<file path="config.mk">
export PLATFORM = sky130hd
export DESIGN_NAME = bus_arbiter
export DESIGN_NICKNAME = d
export VERILOG_FILES = /design/src/rtl/bus_arbiter.sv
export SDC_FILE = /design/constraint.sdc
export NUM_CORES = 1
export LEC_CHECK = 0
export BUFFER_PORTS_ARGS = -buffer_cell sky130_fd_sc_hd__buf_2
export CAP_MARGIN = 15
export CORE_AREA = 2 2 318 320
export CTS_CLUSTER_DIAMETER = 120
export DETAILED_ROUTE_END_ITERATION = 7
export DIE_AREA = 0 0 320 322
export HOLD_SLACK_MARGIN = 0.15
export MAX_ROUTING_LAYER = met4
export PLACE_DENSITY_LB_ADDON = 0.08
export REMOVE_ABC_BUFFERS = 1
export SLEW_MARGIN = 40
export SYNTH_ARGS = -nofsm -noshare
export SYNTH_HDL_FRONTEND = slang
export SYNTH_SLANG_ARGS = --single-unit
</file>
<file path="constraint.sdc">
create_clock -name clk_i -period 1.8 [get_ports clk_i]
set_input_delay 0.18 -clock clk_i [delete_from_list [all_inputs] [get_ports clk_i]]
set_output_delay 0.18 -clock clk_i [all_outputs]
set_load 0.1 [all_outputs]
</file>
<file path="src/rtl/bus_arbiter.sv">
// Two-master, one-slave round-robin arbiter for the 128-bit memory bus.
// One slave transaction in flight at a time; the response is routed back to the granted master.
module bus_arbiter #(
    parameter int BUS_ADDRESS_WIDTH    = 20,
    parameter int BUS_DATA_WIDTH_SHIFT = 4,
    localparam int DW = 8 << BUS_DATA_WIDTH_SHIFT
) (
    input  logic                                            clk_i,
    input  logic                                            rst_i,
    input  logic [BUS_ADDRESS_WIDTH-1:BUS_DATA_WIDTH_SHIFT] m0_addr_i,
    input  logic [DW-1:0]                                   m0_data_i,
    input  logic                                            m0_we_i,
    input  logic                                            m0_valid_i,
    output logic [DW-1:0]                                   m0_data_o,
    output logic                                            m0_valid_o,
    input  logic [BUS_ADDRESS_WIDTH-1:BUS_DATA_WIDTH_SHIFT] m1_addr_i,
    input  logic [DW-1:0]                                   m1_data_i,
    input  logic                                            m1_we_i,
    input  logic                                            m1_valid_i,
    output logic [DW-1:0]                                   m1_data_o,
    output logic                                            m1_valid_o,
    output logic [BUS_ADDRESS_WIDTH-1:BUS_DATA_WIDTH_SHIFT] s_addr_o,
    output logic [DW-1:0]                                   s_data_o,
    output logic                                            s_we_o,
    output logic                                            s_valid_o,
    input  logic [DW-1:0]                                   s_data_i,
    input  logic                                            s_valid_i
);

    typedef enum logic [1:0] {
        ST_IDLE = 2'd0,
        ST_BUSY = 2'd1,
        ST_DONE = 2'd2
    } state_e;

    state_e state_q, state_d;

    logic grant_q, grant_d;
    logic last_q, last_d;
    logic win_s;

    logic [BUS_ADDRESS_WIDTH-1:BUS_DATA_WIDTH_SHIFT] s_addr_q, s_addr_d;
    logic [DW-1:0] s_data_q, s_data_d;
    logic          s_we_q, s_we_d;
    logic          s_valid_q, s_valid_d;
    logic [DW-1:0] m0_data_q, m0_data_d;
    logic [DW-1:0] m1_data_q, m1_data_d;
    logic          m0_valid_q, m0_valid_d;
    logic          m1_valid_q, m1_valid_d;

    // Round-robin pick: on a tie the master that was not served last wins.
    always_comb begin
        win_s = 1'b0;
        if (m0_valid_i && m1_valid_i) begin
            win_s = ~last_q;
        end else if (m1_valid_i) begin
            win_s = 1'b1;
        end else begin
            win_s = 1'b0;
        end
    end

    // State register.
    always_ff @(posedge clk_i or negedge rst_i) begin
        if (!rst_i) begin
            state_q <= ST_IDLE;
        end else begin
            state_q <= state_d;
        end
    end

    // Next-state logic.
    always_comb begin
        state_d = state_q;
        case (state_q)
            ST_IDLE: begin
                if (m0_valid_i || m1_valid_i) begin
                    state_d = ST_BUSY;
                end else begin
                    state_d = ST_IDLE;
                end
            end
            ST_BUSY: begin
                if (s_valid_i) begin
                    state_d = ST_DONE;
                end else begin
                    state_d = ST_BUSY;
                end
            end
            ST_DONE: state_d = ST_IDLE;
            default: state_d = ST_IDLE;
        endcase
    end

    // Output and datapath next values; master response pulses default low so they last one cycle.
    always_comb begin
        grant_d    = grant_q;
        last_d     = last_q;
        s_addr_d   = s_addr_q;
        s_data_d   = s_data_q;
        s_we_d     = s_we_q;
        s_valid_d  = s_valid_q;
        m0_data_d  = m0_data_q;
        m1_data_d  = m1_data_q;
        m0_valid_d = 1'b0;
        m1_valid_d = 1'b0;
        case (state_q)
            ST_IDLE: begin
                if (m0_valid_i || m1_valid_i) begin
                    grant_d   = win_s;
                    s_addr_d  = win_s ? m1_addr_i : m0_addr_i;
                    s_data_d  = win_s ? m1_data_i : m0_data_i;
                    s_we_d    = win_s ? m1_we_i : m0_we_i;
                    s_valid_d = 1'b1;
                end else begin
                    s_valid_d = 1'b0;
                end
            end
            ST_BUSY: begin
                if (s_valid_i) begin
                    s_valid_d = 1'b0;
                    if (grant_q) begin
                        m1_data_d  = s_data_i;
                        m1_valid_d = 1'b1;
                    end else begin
                        m0_data_d  = s_data_i;
                        m0_valid_d = 1'b1;
                    end
                end else begin
                    s_valid_d = 1'b1;
                end
            end
            ST_DONE: begin
                last_d = grant_q;
            end
            default: begin
                s_valid_d = 1'b0;
            end
        endcase
    end

    // Registered outputs and arbitration bookkeeping; last resets to 1 so master 0 wins the first tie.
    always_ff @(posedge clk_i or negedge rst_i) begin
        if (!rst_i) begin
            grant_q    <= 1'b0;
            last_q     <= 1'b1;
            s_addr_q   <= '0;
            s_data_q   <= '0;
            s_we_q     <= 1'b0;
            s_valid_q  <= 1'b0;
            m0_data_q  <= '0;
            m1_data_q  <= '0;
            m0_valid_q <= 1'b0;
            m1_valid_q <= 1'b0;
        end else begin
            grant_q    <= grant_d;
            last_q     <= last_d;
            s_addr_q   <= s_addr_d;
            s_data_q   <= s_data_d;
            s_we_q     <= s_we_d;
            s_valid_q  <= s_valid_d;
            m0_data_q  <= m0_data_d;
            m1_data_q  <= m1_data_d;
            m0_valid_q <= m0_valid_d;
            m1_valid_q <= m1_valid_d;
        end
    end

    assign s_addr_o   = s_addr_q;
    assign s_data_o   = s_data_q;
    assign s_we_o     = s_we_q;
    assign s_valid_o  = s_valid_q;
    assign m0_data_o  = m0_data_q;
    assign m1_data_o  = m1_data_q;
    assign m0_valid_o = m0_valid_q;
    assign m1_valid_o = m1_valid_q;

endmodule

</file>
**Word-level counts from Yosys, hierarchy flattened**

Index checks and enable logic that the tools add are counted.

- Word-level logic and storage cells: 38
- Output and inout port bits: 404
- Input bits: 423
- Flip-flop bits (word level): 408

- Muxes and demuxes: 17
- Reduce and logical (&&, ||, !) cells: 6
- Eq/ne operators: 2
- Bitwise logic cells: 2

Operators with widths:

| kind | number |
|---|---|
| $mux W128 | 1 |
| $mux W16 | 1 |
| $mux W1 | 12 |
| $reduce_and A3 Y1 | 2 |
| $pmux W2 S2 | 1 |
| $pmux W1 S3 | 1 |
| $eq A2 B1 Y1 const B | 1 |
| $eq A2 B2 Y1 const B | 1 |
| $logic_not A2 Y1 | 1 |
| $mux W2 | 1 |
| $not A1 Y1 | 2 |
| $reduce_and A2 Y1 | 1 |
| $logic_and A1 B1 Y1 | 1 |
| $logic_or A1 B1 Y1 | 1 |

**Logic depth before layout (Yosys ltp)**

- Depth in word-level cells: 3
- Gate-level depth with buffers: 5
- Mapped depth without buffers: 3

**Least setup slack after synthesis**

No wires, ideal clock.

- Path type: reg2reg
- Start point: reg last_q
- End point: reg s_addr_q (netlist bit s_addr_o[10])
- Data required time: 1.675 ns
- Slack: 0.156 ns
- Clock period less this slack: 1.644 ns
- Arrival time: 1.519 ns
- Path buffers: 2
- Library setup time: 0.125 ns
- Cell stages (with the launch flop): 6
- Cell sequence: dfstp_2 a21bo_2 buf_6 buf_6 mux2_4 mux2_2

- Longest elaborated chain between the ends: 3

RTL lines:

| what | line | source |
|---|---|---|
| start, declared | 39 | `logic last_q, last_d;` |
| start signal, assigned | 157 | `last_q <= last_d;` |
| $not A1 Y1 | 55 | `win_s = ~last_q;` |
| $mux W1 | 54 | `if (m0_valid_i && m1_valid_i) begin` |
| $mux W16 | 111 | `s_addr_d = win_s ? m1_addr_i : m0_addr_i;` |
| end signal, assigned | 158 | `s_addr_q <= s_addr_d;` |
| end, declared | 42 | `logic [BUS_ADDRESS_WIDTH-1:BUS_DATA_WIDTH_SHIFT] s_addr_q, s_addr_d;` |

No other way between the ends.
A chain may end at the register's enable or synchronous reset.

**Worst setup path after layout**

- Start point: reg last_q
- End point: reg s_data_q[70], in the netlist s_data_o[70]

- Longest elaborated chain between the ends: 3

RTL lines:

| what | line | source |
|---|---|---|
| $not A1 Y1 | 55 |  |
| $mux W1 | 54 |  |
| $mux W128 | 112 | `s_data_d = win_s ? m1_data_i : m0_data_i;` |
| end signal, assigned | 159 | `s_data_q <= s_data_d;` |
| end, declared | 43 | `logic [DW-1:0] s_data_q, s_data_d;` |

No other way between the ends.

==> results.md <==
Timing:
- The final-report hold violation count is 0.
- Across the routed clock network, the largest skew measured is 0.0279 ns.
- Derived from the worst setup path, the maximum achievable clock frequency is between 0.5 and 0.6 GHz.
- Setup violations remaining at the end of the flow were counted as 20.
- The number of pins exceeding their max-slew limit in the final report is 0.
- The worst max-slew margin expressed relative to the limit is 58.9%.
- The worst path setup slack after routing is -0.0327 ns.
- After layout, the minimum clock period comes to 1.83 ns.
- Setup total negative slack on the finished layout was measured at -0.172 ns.
- Setup repair after global routing could not meet its margin everywhere.
- The slew at the pin with the worst max-slew slack is 0.620 ns.
- The worst path uses 102% of the clock period.

Yosys:
- The fraction of synthesis flops using an asynchronous set or reset pin is 100%.
- Summed over all instances, the cell type with the most area after synthesis is sky130_fd_sc_hd__dfrtp_1.
- The synthesized netlist contains 21 unique library cells.
- The most used flip-flop cell after synthesis is sky130_fd_sc_hd__dfrtp_1.
- The synthesis-stage register bit count is a little over 400.
- The yosys synthesis warning count is 0.
- The fraction of synthesized cell area taken by the top area cell type is 59.8%.
- The synthesized cell area is 0.0170 sq mm.
- By count the netlist is led by sky130_fd_sc_hd__mux2_2, sky130_fd_sc_hd__dfrtp_1, sky130_fd_sc_hd__mux2_1, sky130_fd_sc_hd__buf_6, sky130_fd_sc_hd__mux2_4.
- By instance count, the leading cell after synthesis is sky130_fd_sc_hd__mux2_2.
- The cell count after synthesis is 1,028.
- The number of enable-type register cells in the synthesized netlist is 0.
- The mean cell area of the mapped netlist is about 17 sq um.
- Ranked by total cell area, the synthesized netlist is headed by sky130_fd_sc_hd__dfrtp_1, sky130_fd_sc_hd__mux2_2, sky130_fd_sc_hd__mux2_1, sky130_fd_sc_hd__buf_6, sky130_fd_sc_hd__mux2_4.
- For this run, the register share of the synthesized area comes to 59.9%.

Floorplanning:
- The die outline area is slightly above 0.1 sq mm.
- The vertical extent of the die is 322 microns.
- Once the floorplan was initialized, standard cells occupied between 15 and 20% of the core.
- The cell row count is approximately 120.
- The total area inside the core boundary comes to 0.0996 sq mm.
- The floorplan die width is 320 microns.
- just over 800 I/O pins were placed.

Hold path:
- The path class of the tightest hold or removal check is in -> reg.

Critical path:
- The kind of start point of the critical path is a flop.
- The depth of the worst register-to-register path is 5.
- Among all stages on the critical path, the largest delay is contributed by sky130_fd_sc_hd__dfstp_2.
- The beginning of the worst register-to-register path is last_q$_DFFE_PN1N_.
- The reg-to-reg setup timing slack is -0.03 ns.
- On the critical path the largest part of the delay comes from multiplexers.
- Traced cell by cell, the critical path runs through a21bo_4, buf_12, buf_4, mux2_2, mux2_2.
- The last element of the critical path is s_data_o[70]$_DFFE_PN0P_.
- The stage delay of the slowest cell on the critical path is 0.54 ns.
- The category of the critical setup timing path is reg -> reg.
- Tracing the worst setup path back leads to its startpoint at last_q$_DFFE_PN1N_.
- In this run the number of cells on the critical path is 5.
- The worst endpoint required time is 2.31 ns.
- The worst setup path is captured at a flop.
- The most frequent cell on the critical path is sky130_fd_sc_hd__mux2_2.
- The buffer and inverter count on the worst path is 2.
- The peak fanout along the critical path is 11.
- The arrival time at the worst endpoint is 2.34 ns.
- The worst reg2reg path endpoint is s_data_o[70]$_DFFE_PN0P_.

Global routing:
- After global routing the overflow that remains totals 0.
- The wire length of the first global-routing pass is a little over 100,000 microns.
- Entering global routing, the biggest net connects 52 pins.
- The overall global routing resource usage is 13.7%.
- The via count of the first global-routing pass is 15,600.
- The initial antenna violation count is 11.

Detailed routing:
- For this block, the initial DRC count from the detailed router was 351.
- The number of DRC violations after detailed routing is 0.
- The number of vias per cell after detailed routing is 3.74.
- Across all layers, the routed design uses about 14,000 vias.
- The overall routed net length is between 70,000 and 80,000 microns.
- In the final routed layout, each cell accounts on average for ~20 microns.
- Once detail routing completed, the nets flagged for antenna violations numbered 0.
- For this run, the detailed router's first-pass iteration total came to 4.

Cells and area:
- The area growth from synthesis to layout is 74.6%.
- The finished layout holds 3,702 standard cells, fillers aside.
- The count of fill cells added during filler insertion is 10,300.
- The final layout contains roughly 2,800 nets.
- The post-route netlist has 60.0% of its cells at a drive strength greater than 1.
- The final design utilization is 29.9%.

Clock tree:
- The maximum clock insertion buffer count is 3.
- The tree is rooted in a sky130_fd_sc_hd__clkbuf_16.
- The clock latency reported for the late side of the worst-skew pair is between 0.6 and 0.7 ns.
- After clock tree synthesis, the clock-pin slew on the worst setup and hold paths is roughly 0.06 ns.
- The number of buffers added by the clock tree synthesis step is 54.
- The H-tree generated during clock tree synthesis spans 2 levels.
- The clock tree from TritonCTS is done.
- CTS saw 408 sinks.

Flow run:
- The number of maximum-capacitance constraint violations is 0.

Placement:
- The post-DP HPWL is 53,200 microns.
- Routability-driven placement finished with a final weighted congestion of 0.762.
- During placement, the flow inserted port buffers numbering 826.
- After detailed placement, the design holds a cell count of roughly 3,200.
- Prior to clock tree synthesis, the placed netlist has a worst setup slack of -0.0465 ns.

Outcome:
- The flow ran to the end, but the final reports show violations.
- The final reports fail on setup timing.
==> final cells by class <==
type | count | area [sq um] | area share, %
well taps | 1298 | 1620 | 5.46
repair buffers | 1326 | 9390 | 31.6
inverters | 2 | 7.51 | 0.0252
diodes | 11 | 27.5 | 0.0925
flip-flops and latches | 408 | 10200 | 34.3
multi-input cells | 558 | 6660 | 22.4
clock inverters | 24 | 297 | 0.997
clock buffers | 75 | 1540 | 5.18
==> worst min path at each step <==
| stage | slack, ns | from | cells past startpoint | to |
|---|---|---|---|---|
| 4_1_cts | 0.23 | s_data_i[86] | 3 | m0_data_o[86]$_DFFE_PN0P_ |
| 3_5_place_dp | 0.20 | rst_i | 1 | m1_data_o[100]$_DFFE_PN0P_ |
| 5_1_grt | 0.27 | s_data_i[64] | 3 | m0_data_o[64]$_DFFE_PN0P_ |
| 2_1_floorplan | -0.12 | rst_i | 0 | grant_q$_DFFE_PN0P_ |
| 6_report | 0.31 | s_data_i[86] | 3 | m0_data_o[86]$_DFFE_PN0P_ |
| 3_3_place_gp | 0.21 | rst_i | 1 | m1_data_o[100]$_DFFE_PN0P_ |
==> worst min-delay path, cell delays in order <==
cell,delay [ns]
sky130_fd_sc_hd__dlygate4sd3_1,0.51
sky130_fd_sc_hd__buf_2,0.10
sky130_fd_sc_hd__mux2_1,0.11
==> per-layer routing <==
metal / GRT usage, % / part of all wire (%) / vias up
li1: - / - / 6342
met5: - / 0 / -
met2: 24.0 / 51 / 553
met4: 4.90 / 3.2 / 0
met3: 4.88 / 8.5 / 111
met1: 14.1 / 38 / 6829
==> state kept, by name, indices dropped and copies added, names as in the netlist <==
register / flops
s_valid_o: 1
last_q: 1
grant_q: 1
m0_data_o: 128
state_q: 2
m1_valid_o: 1
s_addr_o: 16
m0_valid_o: 1
s_we_o: 1
m1_data_o: 128
s_data_o: 128
==> timing repair <==
item	4_1_cts	5_1_grt
hold endpoints to repair	812	0
cloned	1	2
resized for setup	12	86
setup endpoints to repair	48	199
hold buffers	424	0
buffers inserted	0	4
pin swaps	0	1
==> cells by family after synthesis <==
logic type / after synthesis / synth area share, %
and+or+nand+nor: 8 / 0.323
buffers and inverters: 62 / 3.00
muxes: 548 / 36.6
DFF: 408 / 59.9
AOI/OAI and AO/OA: 2 / 0.110
==> metrics by stage <==
step	hold slack, ns	instance area, sq um
after floorplan	-0.116	16500
after global placement	0.210	23100
after detailed placement	0.204	23100
after CTS	0.235	29300
after global routing	0.275	29800
final	0.306	29800
==> layout by cell type (no fill, tap or decap), types with 2 or more instances in the layout <==
cell                            Yosys  final
sky130_fd_sc_hd__buf_12             0     20
sky130_fd_sc_hd__buf_16             0      6
sky130_fd_sc_hd__dfrtp_1          407    407
sky130_fd_sc_hd__diode_2            0     11
sky130_fd_sc_hd__mux2_2           416    333
sky130_fd_sc_hd__inv_1              2      2
sky130_fd_sc_hd__clkbuf_8           0     11
sky130_fd_sc_hd__buf_2             18    824
sky130_fd_sc_hd__mux2_1           111    111
sky130_fd_sc_hd__dlygate4sd3_1      0    423
sky130_fd_sc_hd__buf_6             28      7
sky130_fd_sc_hd__clkbuf_1           2     10
sky130_fd_sc_hd__mux2_4            20    103
sky130_fd_sc_hd__inv_6              0      2
sky130_fd_sc_hd__bufinv_16          0      5
sky130_fd_sc_hd__clkinv_2           0     14
sky130_fd_sc_hd__buf_4             12     43
sky130_fd_sc_hd__clkbuf_16          0     56
Power is left out: the tool's default activity adds up to more than one toggle a clock period on the data nets, which glitch-free logic cannot reach.
